`config.mk`:
```
export PLATFORM = sky130hd
export DESIGN_NAME = serial_byte_receiver_flat
export DESIGN_NICKNAME = d
export VERILOG_FILES = /design/src/rtl/msg_pkg.sv /design/src/rtl/serial_byte_receiver_if.sv /design/src/rtl/bit_synchronizer.sv /design/src/rtl/serial_byte_receiver.sv /design/src/flat_wrapper.sv
export SDC_FILE = /design/constraint.sdc
export NUM_CORES = 1
export LEC_CHECK = 0
export CAP_MARGIN = 15
export CORE_ASPECT_RATIO = 0.9
export CORE_UTILIZATION = 52
export CTS_BUF_LIST = sky130_fd_sc_hd__clkbuf_2 sky130_fd_sc_hd__clkbuf_4 sky130_fd_sc_hd__clkbuf_8
export CTS_CLUSTER_DIAMETER = 100
export DETAILED_ROUTE_END_ITERATION = 10
export PLACE_DENSITY = 0.77
export SYNTH_ARGS = -nofsm -noshare
export SYNTH_HDL_FRONTEND = slang
export SYNTH_SLANG_ARGS = --single-unit
```
`constraint.sdc`:
```
create_clock -name Clock -period 1.8 [get_ports Clock]
set_input_delay 0.27 -clock Clock [delete_from_list [all_inputs] [get_ports Clock]]
set_output_delay 0.27 -clock Clock [all_outputs]
set_load 0.02 [all_outputs]
```
`src/rtl/msg_pkg.sv`:
```
// Shared definitions for the message router: serial receiver state encodings,
// default bit timing, and the header framing constants used by the demux.
package msg_pkg;

    localparam int DEFAULT_CLOCKS_PER_BIT = 868;  // 100 MHz / 115200 baud

    localparam logic [7:0] SYNC_BYTE_0   = 8'h34;
    localparam logic [7:0] SYNC_BYTE_1   = 8'h12;
    localparam int         HEADER_LENGTH = 8;

    typedef enum logic [2:0] {
        RX_IDLE      = 3'd0,
        RX_START_BIT = 3'd1,
        RX_DATA_BITS = 3'd2,
        RX_STOP_BIT  = 3'd3,
        RX_DELIVER   = 3'd4,
        RX_WAIT_IDLE = 3'd5
    } rx_state_t;

endpackage

```
`src/rtl/serial_byte_receiver_if.sv`:
```
// Serial line in, byte stream out, between the UART pin and the header demux.
// Handshake: MessageByteReady is a one-cycle valid strobe with no ready/backpressure;
// MessageByte is valid in that cycle and held until the next good byte.
interface serial_byte_receiver_if;
    import msg_pkg::*;

    logic       SerialIn;
    logic [7:0] MessageByte;
    logic       MessageByteReady;
    logic       FramingError;
    logic       Busy;
    rx_state_t  State;

    modport master (
        input  SerialIn,
        output MessageByte, MessageByteReady, FramingError, Busy, State
    );

    modport slave (
        output SerialIn,
        input  MessageByte, MessageByteReady, FramingError, Busy, State
    );
endinterface

```
`src/rtl/bit_synchronizer.sv`:
```
// Two-flop synchronizer for a single asynchronous input; reset value selectable
// so idle-high lines do not glitch low out of reset.
module bit_synchronizer #(
    parameter logic ResetValue = 1'b1
) (
    input  logic Clock,
    input  logic Clear,
    input  logic AsyncIn,
    output logic SyncOut
);
    logic meta;

    always_ff @(posedge Clock or negedge Clear) begin
        if (!Clear) begin
            meta    <= ResetValue;
            SyncOut <= ResetValue;
        end else begin
            meta    <= AsyncIn;
            SyncOut <= meta;
        end
    end
endmodule

```
`src/rtl/serial_byte_receiver.sv`:
```
// 8N1 UART receiver: finds the start bit, samples eight data bits LSB first at
// mid-bit, checks the stop bit and strobes each good byte for one cycle.
module serial_byte_receiver
    import msg_pkg::*;
#(
    parameter int ClocksPerBit = DEFAULT_CLOCKS_PER_BIT
) (
    input  logic Clock,
    input  logic Clear,
    serial_byte_receiver_if.master bus
);
    localparam int CntW = $clog2(ClocksPerBit);
    localparam logic [CntW-1:0] HalfLast = CntW'(ClocksPerBit / 2 - 1);
    localparam logic [CntW-1:0] BitLast  = CntW'(ClocksPerBit - 1);

    logic            rx;
    rx_state_t       state, state_next;
    logic [CntW-1:0] cnt;
    logic [2:0]      bit_idx;
    logic [7:0]      shift;
    logic            deliver_d, ferr_d, busy;
    logic [7:0]      byte_q;
    logic            ready_q, ferr_q;

    bit_synchronizer #(.ResetValue(1'b1)) u_sync (
        .Clock  (Clock),
        .Clear  (Clear),
        .AsyncIn(bus.SerialIn),
        .SyncOut(rx)
    );

    always_ff @(posedge Clock or negedge Clear) begin
        if (!Clear) state <= RX_IDLE;
        else        state <= state_next;
    end

    always_comb begin
        state_next = state;
        case (state)
            RX_IDLE:      if (!rx) state_next = RX_START_BIT;
            RX_START_BIT: if (cnt == HalfLast) state_next = rx ? RX_IDLE : RX_DATA_BITS;
            RX_DATA_BITS: if (cnt == BitLast && bit_idx == 3'd7) state_next = RX_STOP_BIT;
            RX_STOP_BIT:  if (cnt == BitLast) state_next = rx ? RX_DELIVER : RX_WAIT_IDLE;
            RX_DELIVER:   state_next = RX_IDLE;
            RX_WAIT_IDLE: if (rx) state_next = RX_IDLE;
            default:      state_next = RX_IDLE;
        endcase
    end

    // The outputs are registered on the stop-sample edge so the strobe lands in the Deliver cycle.
    always_comb begin
        busy      = (state != RX_IDLE);
        deliver_d = (state == RX_STOP_BIT) && (cnt == BitLast) && rx;
        ferr_d    = (state == RX_STOP_BIT) && (cnt == BitLast) && !rx;
    end

    always_ff @(posedge Clock or negedge Clear) begin
        if (!Clear) begin
            cnt     <= '0;
            bit_idx <= '0;
            shift   <= '0;
        end else begin
            case (state)
                RX_START_BIT: cnt <= (cnt == HalfLast) ? '0 : cnt + CntW'(1);
                RX_DATA_BITS: begin
                    if (cnt == BitLast) begin
                        cnt     <= '0;
                        shift   <= {rx, shift[7:1]};
                        bit_idx <= bit_idx + 3'd1;
                    end else begin
                        cnt <= cnt + CntW'(1);
                    end
                end
                RX_STOP_BIT:  cnt <= cnt + CntW'(1);
                default: begin
                    cnt     <= '0;
                    bit_idx <= '0;
                end
            endcase
        end
    end

    always_ff @(posedge Clock or negedge Clear) begin
        if (!Clear) begin
            byte_q  <= 8'h00;
            ready_q <= 1'b0;
            ferr_q  <= 1'b0;
        end else begin
            ready_q <= deliver_d;
            ferr_q  <= ferr_d;
            if (deliver_d) byte_q <= shift;
        end
    end

    assign bus.MessageByte      = byte_q;
    assign bus.MessageByteReady = ready_q;
    assign bus.FramingError     = ferr_q;
    assign bus.Busy             = busy;
    assign bus.State            = state;
endmodule

```
`src/flat_wrapper.sv`:
```
// flat-port wrapper written by rule: the top's interface ports become plain ports
module serial_byte_receiver_flat import msg_pkg::*;
#(
    parameter int ClocksPerBit = DEFAULT_CLOCKS_PER_BIT
)
  (Clock, Clear, bus_SerialIn, bus_MessageByte, bus_MessageByteReady, bus_FramingError, bus_Busy, bus_State);
  serial_byte_receiver_if bus_i ();
  input  logic Clock;
  input  logic Clear;
  input wire logic [$bits(bus_i.SerialIn)-1:0] bus_SerialIn;
  output wire logic [$bits(bus_i.MessageByte)-1:0] bus_MessageByte;
  output wire logic [$bits(bus_i.MessageByteReady)-1:0] bus_MessageByteReady;
  output wire logic [$bits(bus_i.FramingError)-1:0] bus_FramingError;
  output wire logic [$bits(bus_i.Busy)-1:0] bus_Busy;
  output wire logic [$bits(bus_i.State)-1:0] bus_State;
  assign bus_i.SerialIn = bus_SerialIn;
  assign bus_MessageByte = bus_i.MessageByte;
  assign bus_MessageByteReady = bus_i.MessageByteReady;
  assign bus_FramingError = bus_i.FramingError;
  assign bus_Busy = bus_i.Busy;
  assign bus_State = bus_i.State;
  serial_byte_receiver #(.ClocksPerBit(ClocksPerBit)) u_core (.Clock(Clock), .Clear(Clear), .bus(bus_i));
endmodule
```
==> impl_summary.log <==
[metrics] run status: finished, final reports clean
[metrics] DR vias: 1146
[metrics] register-to-register setup slack: 0.01 ns
[metrics] worst-skew pair later-pin latency: 0.34 ns
[metrics] EDFF count, synth: 0
[metrics] antenna-violating nets left: 0
[metrics] remaining design rule violation count: 0
[metrics] post-synthesis cell count: 131
[metrics] Synth area leader: sky130_fd_sc_hd__dfrtp_1
[metrics] final total power: 1294 uW
[metrics] Synth cell types: 34
[metrics] type of the tightest min-delay check: input pin to asynchronous set/reset pin
[metrics] maximum level of the CTS H-tree: 2
[metrics] non-filler cells, final: 208
[metrics] proportion of power drawn by flip-flops and latches: 62.9%
[metrics] DRT Pass-1 Iters: 4
[metrics] combinational fraction of design power: 2.2%
[metrics] worst relative slew slack: 71.71%
[metrics] share of synthesized area occupied by flip-flops and latches: 56.19%
[metrics] FFs w/ async S/R, synth: 100.0%
[metrics] wirelength, routed: 3115 um
[metrics] final setup TNS: 0 ns
[metrics] most area-consuming cells after synthesis: sky130_fd_sc_hd__dfrtp_1, sky130_fd_sc_hd__mux2_2, sky130_fd_sc_hd__nor2_1, sky130_fd_sc_hd__dfstp_2, sky130_fd_sc_hd__ha_1
[metrics] overflow left after global routing: 0
[metrics] wire length of the first global-routing pass: 4761 um
[metrics] routability congestion estimate: 0.8501
[metrics] cell at the slowest stage of the critical path: sky130_fd_sc_hd__dfrtp_1
[metrics] R2R cell count: 7
[metrics] RSZ-0062 raised after global routing: true
[metrics] slew at the pin closest to its max-slew limit: 0.4230 ns
[metrics] max-cap violations: 0
[metrics] commonest non-fill, non-tap cells in the layout: sky130_fd_sc_hd__dfrtp_1, sky130_fd_sc_hd__nor2_1, sky130_fd_sc_hd__clkdlybuf4s50_1
[metrics] summed instance area of the synthesized netlist: 0.001608 mm2
[metrics] total count of hold-check failures in the final report: 0
[metrics] delay of the slowest critical-path stage: 0.42 ns
[metrics] TritonCTS clock tree: done
[metrics] syn_nets: 138
[metrics] CP Cell Sequence: ha_4 -> and2_4 -> nand4_4 -> buf_12 -> nor4_4 -> buf_6 -> mux2_4
[metrics] number of sinks driven by the clock tree: 36
[metrics] antenna diode instance count: 0
[metrics] number of buffers created by CTS: 5
[metrics] maximum number of pins on one net before global-route repair: 30
[metrics] total routing resource utilization after global routing: 20.31%
[metrics] Root Buffer: sky130_fd_sc_hd__clkbuf_4
[metrics] die boundary width: 60.61 um
[metrics] kind of start point of the critical path: flip-flop
[metrics] start of the worst register-to-register path: u_core.cnt[0]$_DFF_PN0_
[metrics] die area: 0.003318 mm2
[metrics] Row Count: 18
[metrics] net switching share of the total power: 22.13%
[metrics] maximum fanout along the worst path: 9
[metrics] synthesized area per cell: 12.27 um2
[metrics] Final HPWL DP: 2081 um
[metrics] initial core utilization: 56.66%
[metrics] capturing element type of the critical path: flip-flop
[metrics] total setup violations reported at the end of the flow: 0
[metrics] design internal power: 1008 uW
[metrics] Filler Cell Count: 203
[metrics] final period demand of the worst path: 1.786 ns
[metrics] number of warning messages in the yosys log: 0
[metrics] number of placed I/O pins: 17
[metrics] Max Transition Viols Final: 0
[metrics] hold-fix buffer count after cts: 0
[metrics] clock transition at the register clock pins on the worst setup and hold paths after CTS: 0.11 ns
[metrics] leakage power figure: 0.0009971 uW
[metrics] clock share of power: 34.9%
[metrics] Max Root-Sink Buffers: 2
[metrics] path type of the worst setup path: flip-flop to flip-flop
[metrics] Worst R2R End: u_core.bus.MessageByte[6]$_DFFE_PN0P_
[metrics] power density of the placed cells: 620.7 mW/mm2
[metrics] vertical die dimension: 54.75 um
[metrics] via count of the first global-routing pass: 1096
[metrics] antenna violations before repair: 0
[metrics] reported net switching power: 286.3 uW
[metrics] post-detailed-placement cell area: 0.001957 mm2
[metrics] Achievable Freq: 560.0 MHz
[metrics] layout cells sized above 1: 33.33%
[metrics] launching instance or port of the critical path: u_core.cnt[0]$_DFF_PN0_
[metrics] average detailed-routed wire length per instance: 14.98 um
[metrics] count of input and output buffers: 16
[metrics] share of the synthesized area in the top cell type: 52.92%
[metrics] most common cell after layout, fill and taps aside: sky130_fd_sc_hd__dfrtp_1
[metrics] Max IR drop VDD: 0.6224 mV
[metrics] # placed instances: 198
[metrics] total of flip-flops plus latches after synthesis: 36
[metrics] via density per instance: 5.510
[metrics] cell area after layout: 0.002085 mm2
[metrics] share of the clock period used by the worst path after layout: 99.20%
[metrics] capturing instance or port of the critical path: u_core.bus.MessageByte[6]$_DFFE_PN0P_
[metrics] area growth from synthesis to layout: 29.65%
[metrics] fin util: 73.46%
[metrics] placeable core region: 0.002838 mm2
[metrics] Crit path arrival time: 2.02 ns
[metrics] post-route clock skew: 0.007216 ns
[metrics] number of nets in the final layout: 174
[metrics] CP required: 2.03 ns
[metrics] dominant synthesized flop cell: sky130_fd_sc_hd__dfrtp_1
[metrics] number of DRC markers after the initial detailed-route iteration: 85
-- timing repair --
| item | CTS | global route |
|---|---|---|
| pin swaps | 0 | 1 |
| setup endpoints to repair | 17 | 22 |
| resized for setup | 3 | 13 |
| buffers inserted | 1 | 1 |
-- state kept, by name (all words and copies together) (netlist names) --
| name | flops |
|---|---|
| u_core.cnt | 10 |
| u_core.bus.MessageByte | 8 |
| u_core.shift | 8 |
| u_core.bit_idx | 3 |
| u_core.bus.State | 3 |
| u_core.bus.FramingError | 1 |
| u_core.bus.MessageByteReady | 1 |
| u_core.u_sync.SyncOut | 1 |
| u_core.u_sync.meta | 1 |
-- routing by layer --
metal / global-route usage, % / vias up / wire [um]
met4: 10.61 / 0 / 60
met1: 25.30 / 570 / 1397
met2: 32.97 / 37 / 1527
li1: - / 532 / -
met5: 0 / - / 0
met3: 4.965 / 7 / 129
-- critical path: cells and delay by family, from the launching register on --
| family | cells | cell delay [ns] |
|---|---|---|
| adder cells (fa/ha/maj) | 1 | 0.15 |
| AND/OR/NAND/NOR | 3 | 0.43 |
| flip-flops | 1 | 0.42 |
| buffers and inverters | 2 | 0.37 |
| multiplexers | 1 | 0.31 |
-- cell type report --
| cell class | count | area, um2 | area share [%] |
|---|---|---|---|
| tap | 40 | 50.05 | 2.401 |
| clock buffer | 6 | 51.30 | 2.461 |
| multi-input combinational | 87 | 737.0 | 35.35 |
| clock inverter | 2 | 10.01 | 0.4802 |
| sequential | 36 | 905.9 | 43.46 |
| inverter | 4 | 15.01 | 0.7203 |
| timing repair buffer | 33 | 315.3 | 15.13 |
-- worst min-delay path by stage --
stage,startpoint,end,cells past startpoint
after floorplan,Clear,u_core.bit_idx[0]$_DFFE_PN0P_,0
after CTS,Clear,u_core.bit_idx[2]$_DFFE_PN0P_,1
after global routing,Clear,u_core.bus.FramingError$_DFF_PN0_,1
after global placement,u_core.u_sync.meta$_DFF_PN1_,u_core.u_sync.SyncOut$_DFF_PN1_,0
final,Clear,u_core.bit_idx[0]$_DFFE_PN0P_,1
after detailed placement,u_core.u_sync.meta$_DFF_PN1_,u_core.u_sync.SyncOut$_DFF_PN1_,0
-- kinds of logic after synthesis --
family / synth area share [%]
AO/OA/AOI/OAI: 5.993
XOR/XNOR: 4.358
multiplexers: 12.53
flip-flops: 56.19
AND/OR/NAND/NOR: 15.88
buffers and inverters: 1.945
adder cells (fa/ha/maj): 3.113
-- through the flow --
step / worst slack [ns] / hold slack [ns]
2_1_floorplan: 0.01448 / -0.02559
3_3_place_gp: 0.02251 / 0.3474
3_5_place_dp: -0.02982 / 0.3473
4_1_cts: 0.001252 / 0.2235
5_1_grt: -0.05062 / 0.2257
6_report: 0.01439 / 0.2193
-- power groups by stage --
stage	Combinational [uW]	Clock, uW	Sequential [uW]
2_1_floorplan	3.52	0	829
3_3_place_gp	29.0	0	829
3_5_place_dp	29.8	0	829
4_1_cts	30.2	457	814
5_1_grt	33.1	492	814
6_report	28.7	451	814
-- Yosys cell counts, types with 2 or more instances --
| master | count |
|---|---|
| sky130_fd_sc_hd__dfrtp_1 | 34 |
| sky130_fd_sc_hd__mux2_2 | 17 |
| sky130_fd_sc_hd__nor2_1 | 17 |
| sky130_fd_sc_hd__nand2_1 | 5 |
| sky130_fd_sc_hd__xor2_1 | 5 |
| sky130_fd_sc_hd__a21oi_1 | 4 |
| sky130_fd_sc_hd__ha_1 | 4 |
| sky130_fd_sc_hd__inv_1 | 4 |
| sky130_fd_sc_hd__nand3_1 | 4 |
| sky130_fd_sc_hd__and3_1 | 3 |
| sky130_fd_sc_hd__clkbuf_1 | 3 |
| sky130_fd_sc_hd__o21ai_0 | 3 |
| sky130_fd_sc_hd__xnor2_1 | 3 |
| sky130_fd_sc_hd__a22o_1 | 2 |
| sky130_fd_sc_hd__and2_1 | 2 |
| sky130_fd_sc_hd__dfstp_2 | 2 |
| sky130_fd_sc_hd__nor3_1 | 2 |
No activity file was read; power rests on OpenSTA's default activity.
==> RTL change 1, RTL diff (same flow settings) <==
The package constant `DEFAULT_CLOCKS_PER_BIT` goes from 868 to 3472.
--- a/src/rtl/msg_pkg.sv
+++ b/src/rtl/msg_pkg.sv
@@ -3,5 +3,5 @@
 package msg_pkg;
 
-    localparam int DEFAULT_CLOCKS_PER_BIT = 868;  // 100 MHz / 115200 baud
+    localparam int DEFAULT_CLOCKS_PER_BIT = 3472;  // 100 MHz / 115200 baud
 
     localparam logic [7:0] SYNC_BYTE_0   = 8'h34;
Behaviour: no difference found for any inputs over 10 cycles, from zero or initial values; that may be too few to reach the edited logic, so the function may still have changed.
==> RTL change 1 against the unedited design <==
The flow now finishes with violations (setup timing); clock power grew 62%; largest cell class unchanged; fmax is 14% lower; setup slack got worse by 300 ps; wire length up 24%; non-clock buffer count is 17 higher; sequential cell count is 2 higher; final area grew 12%; area after synthesis grew 6.7%; power up 25%.
==> RTL change 1: results (changes against the unedited design) <==
Parameter                              Value

Status
  Result of the run    finished with violations
  Violated checks    setup timing

Timing
  Setup WS post-layout    -286 ps (-301 ps)
  Number of failing setup endpoints in the final timing report    34 (+34)
  Worst hold margin    334 ps (+115 ps)

Placed design
  Placed Instance Area    2080 sq um (+6.5%)
  Cell total after placement    223 (+13%)
  HPWL Detailed    2350 microns (+13%)

GRT
  Wire length of the first global-routing pass    6250 microns (+31%)
  Met3 demand-to-capacity share in global routing    5.08% (+0.12 points)
  Met1 track utilization from global routing    30.9% (+5.6 points)
  Pin count of the biggest net entering global routing    39 (+30%)

Setup path
  R2R cell count    5 (-2)
  Cell with the largest stage delay on the worst path    or4_4
  Capture instance of the worst register-to-register path    u_core.shift[0]
  Critical Path Start    u_core.cnt[9]
  Largest stage delay, worst path    540 ps (+120 ps)

Power
  Total combinational power    0.0274 mW (-5%)
  IR Drop Worst-Case VDD    0.623 mV (+0.12%)
  Static leakage    1.09 nW (+9.0%)
  Proportion of power drawn by flip-flops and latches    53.2% (-9.7 points)

Finish
  Share of final-layout standard cells stronger than drive strength 1    34.5% (+1.2 points)
  Fill cell total of the finished layout    191 (-5.9%)
  Max reg flops    12 (+2)

Yosys
  Synthesized-area fraction occupied by ao, oa, aoi and oai cells    4.60% (-1.4 points)
  XOR/XNOR share of the synthesized area    5.11% (+0.75 points)
  Sequential fraction of the synthesis area    55.6% (-0.61 points)

Route
  Wire length on met1    1610 microns (+15%)
  Total vias in the final route    1364 (+19%)
  Detailed Route WL    3870 microns (+24%)
[RTL change 1: repair_timing]
action	CTS	global route
hold buffers	1	0
endpoints found under the hold margin	36	0
setup buffers	2	7
setup endpoints to repair	35	36
gates resized for setup	12	4
pin swaps	1	2
cloned	1	0
[RTL change 1: metrics by stage]
step / power (mW) / setup slack (ps)
2_1_floorplan: 0.877 / -496
3_3_place_gp: 0.902 / -224
3_5_place_dp: 0.903 / -254
4_1_cts: 1.63 / -278
5_1_grt: 1.66 / -369
6_report: 1.62 / -286
[RTL change 1: cell type report]
| type | instances | area, sq um | area share [%] |
|---|---|---|---|
| sequential | 38 | 955 | 40.9 |
| multi-input combinational | 101 | 753 | 32.3 |
| timing repair buffer | 50 | 454 | 19.5 |
| clock inverter | 3 | 68.8 | 2.95 |
| tap | 42 | 52.6 | 2.25 |
| clock buffer | 5 | 37.5 | 1.61 |
| inverter | 3 | 11.3 | 0.483 |
==> RTL change 2, RTL diff (same flow settings) <==
Made on the original files. Re-encode `rx_state_t` (6 states) as Gray code, 3 bits wide.
--- a/src/rtl/msg_pkg.sv
+++ b/src/rtl/msg_pkg.sv
@@ -10,10 +10,10 @@
 
     typedef enum logic [2:0] {
-        RX_IDLE      = 3'd0,
-        RX_START_BIT = 3'd1,
-        RX_DATA_BITS = 3'd2,
-        RX_STOP_BIT  = 3'd3,
-        RX_DELIVER   = 3'd4,
-        RX_WAIT_IDLE = 3'd5
+        RX_IDLE      = 3'b000,
+        RX_START_BIT = 3'b001,
+        RX_DATA_BITS = 3'b011,
+        RX_STOP_BIT  = 3'b010,
+        RX_DELIVER   = 3'b110,
+        RX_WAIT_IDLE = 3'b111
     } rx_state_t;
 
Function: same outputs for any inputs over 10 cycles, from zero or initial values; not proved beyond that.
==> RTL change 2 against the unedited design <==
Sequential power hardly changed; final area is 6.4% higher; synthesized cell count is 8.4% higher; area after synthesis is 4.8% higher; via count is 11% higher; setup slack worse by 170 ps; power is 7.9% higher; wire length is 18% higher; highest routed layer unchanged; critical endpoint is now u_core.bus.MessageByte[7]; first-iteration DRC count is 55% higher; the run now ends with setup timing left; sequential cell count stayed put.
==> RTL change 2: results (changes against the unedited design) <==
Parameter                              Value

GRT
  Pin count of the biggest net entering global routing    37 (+23%)
  Wire length of the first global-routing pass    6410 microns (+35%)
  Antenna violations before repair    0 (unchanged)
  Via count of the first global-routing pass    1335 (+22%)
  All-Layer GR Usage    25.5% (+5.2 points)

Yosys
  Post-synthesis cell type count    41 (+21%)
  Largest cells by area after synthesis    dfrtp_1, mux2_2, dfstp_2
  Post-synthesis net count    149 (+8.0%)
  Sequential fraction of the synthesis area    53.6% (-2.6 points)
  Most numerous cell types in the synthesized netlist    dfrtp_1, mux2_2, nor2_1
  Number of warnings reported in the yosys synthesis log    0 (unchanged)

Placed design
  Placed Instance Area    2050 sq um (+4.9%)
  HPWL Detailed    2390 microns (+15%)
  Final weighted congestion in routability-driven placement    0.795 (-6.5%)

Setup path
  Critical setup path kind    reg2reg
  Crit Reg-Reg Startpoint    u_core.cnt[2]
  R2R cell count    6 (-1)
  Worst Path Arrival    2180 ps (+160 ps)
  Cell with the largest stage delay on the worst path    or3b_4
  Capture instance of the worst register-to-register path    u_core.bus.MessageByte[7]
  Critical path fanouts, max    5 (-4)

Finish
  Antenna diodes    0 (unchanged)
  Final layout net count    189 (+8.6%)
  Total non-filler cell area in the finished layout    2220 sq um (+6.4%)
  Register bank with the most flops    u_core.cnt
  Share of final-layout standard cells stronger than drive strength 1    34.4% (+1.1 points)

Status
  Result of the run    finished with violations
  Violated checks    setup timing

Route
  Violation count after the first detailed-routing iteration    132 (+55%)
  First-pass detailed-route iteration total    4 (unchanged)
  Total vias in the final route    1270 (+11%)
  Detailed Route WL    3680 microns (+18%)

CTS
  Buffer depth of the longest clock path    2 (unchanged)
  CTS Buf Count    5 (unchanged)
  H-Tree Level Count    2 (unchanged)

Flow run
  Max-capacitance violation count    0 (unchanged)

Timing
  Number of failing setup endpoints in the final timing report    30 (+30)
  Setup WS post-layout    -153 ps (-167 ps)
  Sum Neg Setup Slack    -2320 ps (-2320 ps)
  Max-slew headroom    69.5% (-2.2 points)
  Worst hold margin    341 ps (+122 ps)
  Clock skew after layout    6.15 ps (-1.07 ps)

Min path
  Classification of the worst-slack hold path    in2reg
  Source of the worst hold timing path    bus_SerialIn

Power
  Static leakage    0.999 nW (+0.22%)
  IR Drop Worst-Case VDD    0.483 mV (-22%)
## RTL change 2: timing repair
| item | 4_1_cts | 5_1_grt |
|---|---|---|
| buffers inserted | 2 | 1 |
| gates cloned | 2 | 0 |
| pin swaps | 6 | 5 |
| endpoints found under the setup margin | 31 | 34 |
| resized for setup | 9 | 8 |
## RTL change 2: through the flow
| stage | setup slack [ps] | std cells | power, mW |
|---|---|---|---|
| final | -153 | 225 | 1.40 |
| after global routing | -223 | 225 | 1.45 |
| after CTS | -118 | 225 | 1.41 |
| after detailed placement | -147 | 213 | 0.856 |
| after global placement | -100 | 213 | 0.855 |
| after floorplan | -154 | 142 | 0.833 |
## RTL change 2: cell families (layout without fill, tap and decap cells)
group / after synthesis / in the layout / synth area share (%)
AO/OA/AOI/OAI: 14 / 15 / 6.09
flip-flops: 36 / 36 / 53.6
AND/OR/NAND/NOR: 55 / 56 / 19.6
adder cells (fa/ha/maj): 4 / 4 / 2.97
buffers and inverters: 8 / 47 / 2.30
multiplexers: 17 / 17 / 11.3
XOR/XNOR: 8 / 8 / 4.16
## RTL change 2: power breakdown
| part | total (mW) | leakage, nW | internal (mW) | switching, mW |
|---|---|---|---|---|
| Sequential | 0.817 | 0.481 | 0.812 | 0.00452 |
| Combinational | 0.0235 | 0.472 | 0.00687 | 0.0167 |
| Clock | 0.556 | 0.0456 | 0.306 | 0.250 |
## RTL change 2: final cells by class
type | instances | area [sq um]
Sequential cell | 36 | 903
Fill cell | 210 | 850
Multi-Input combinational cell | 100 | 843
Timing Repair Buffer | 37 | 330
Tap cell | 42 | 52.6
Clock buffer | 6 | 45.0
Clock inverter | 2 | 35.0
Inverter | 2 | 7.51
## RTL change 2: worst max path at each step
stage | end | slack, ps | cells after the start
6_report | u_core.bus.MessageByte[7] | -150 | 6
5_1_grt | u_core.bus.State[0] | -220 | 7
4_1_cts | u_core.shift[7] | -120 | 6
3_5_place_dp | u_core.cnt[9] | -150 | 4
3_3_place_gp | u_core.cnt[0] | -100 | 4
2_1_floorplan | u_core.shift[0] | -150 | 5
## RTL change 2: layer usage
layer / routed length [microns] / up-vias / global-route usage (%)
met5: 0 / - / 0
met4: 61 / 0 / 8.25
met3: 159 / 7 / 5.12
met2: 1900 / 42 / 38.9
met1: 1560 / 633 / 36.0
li1: - / 588 / -
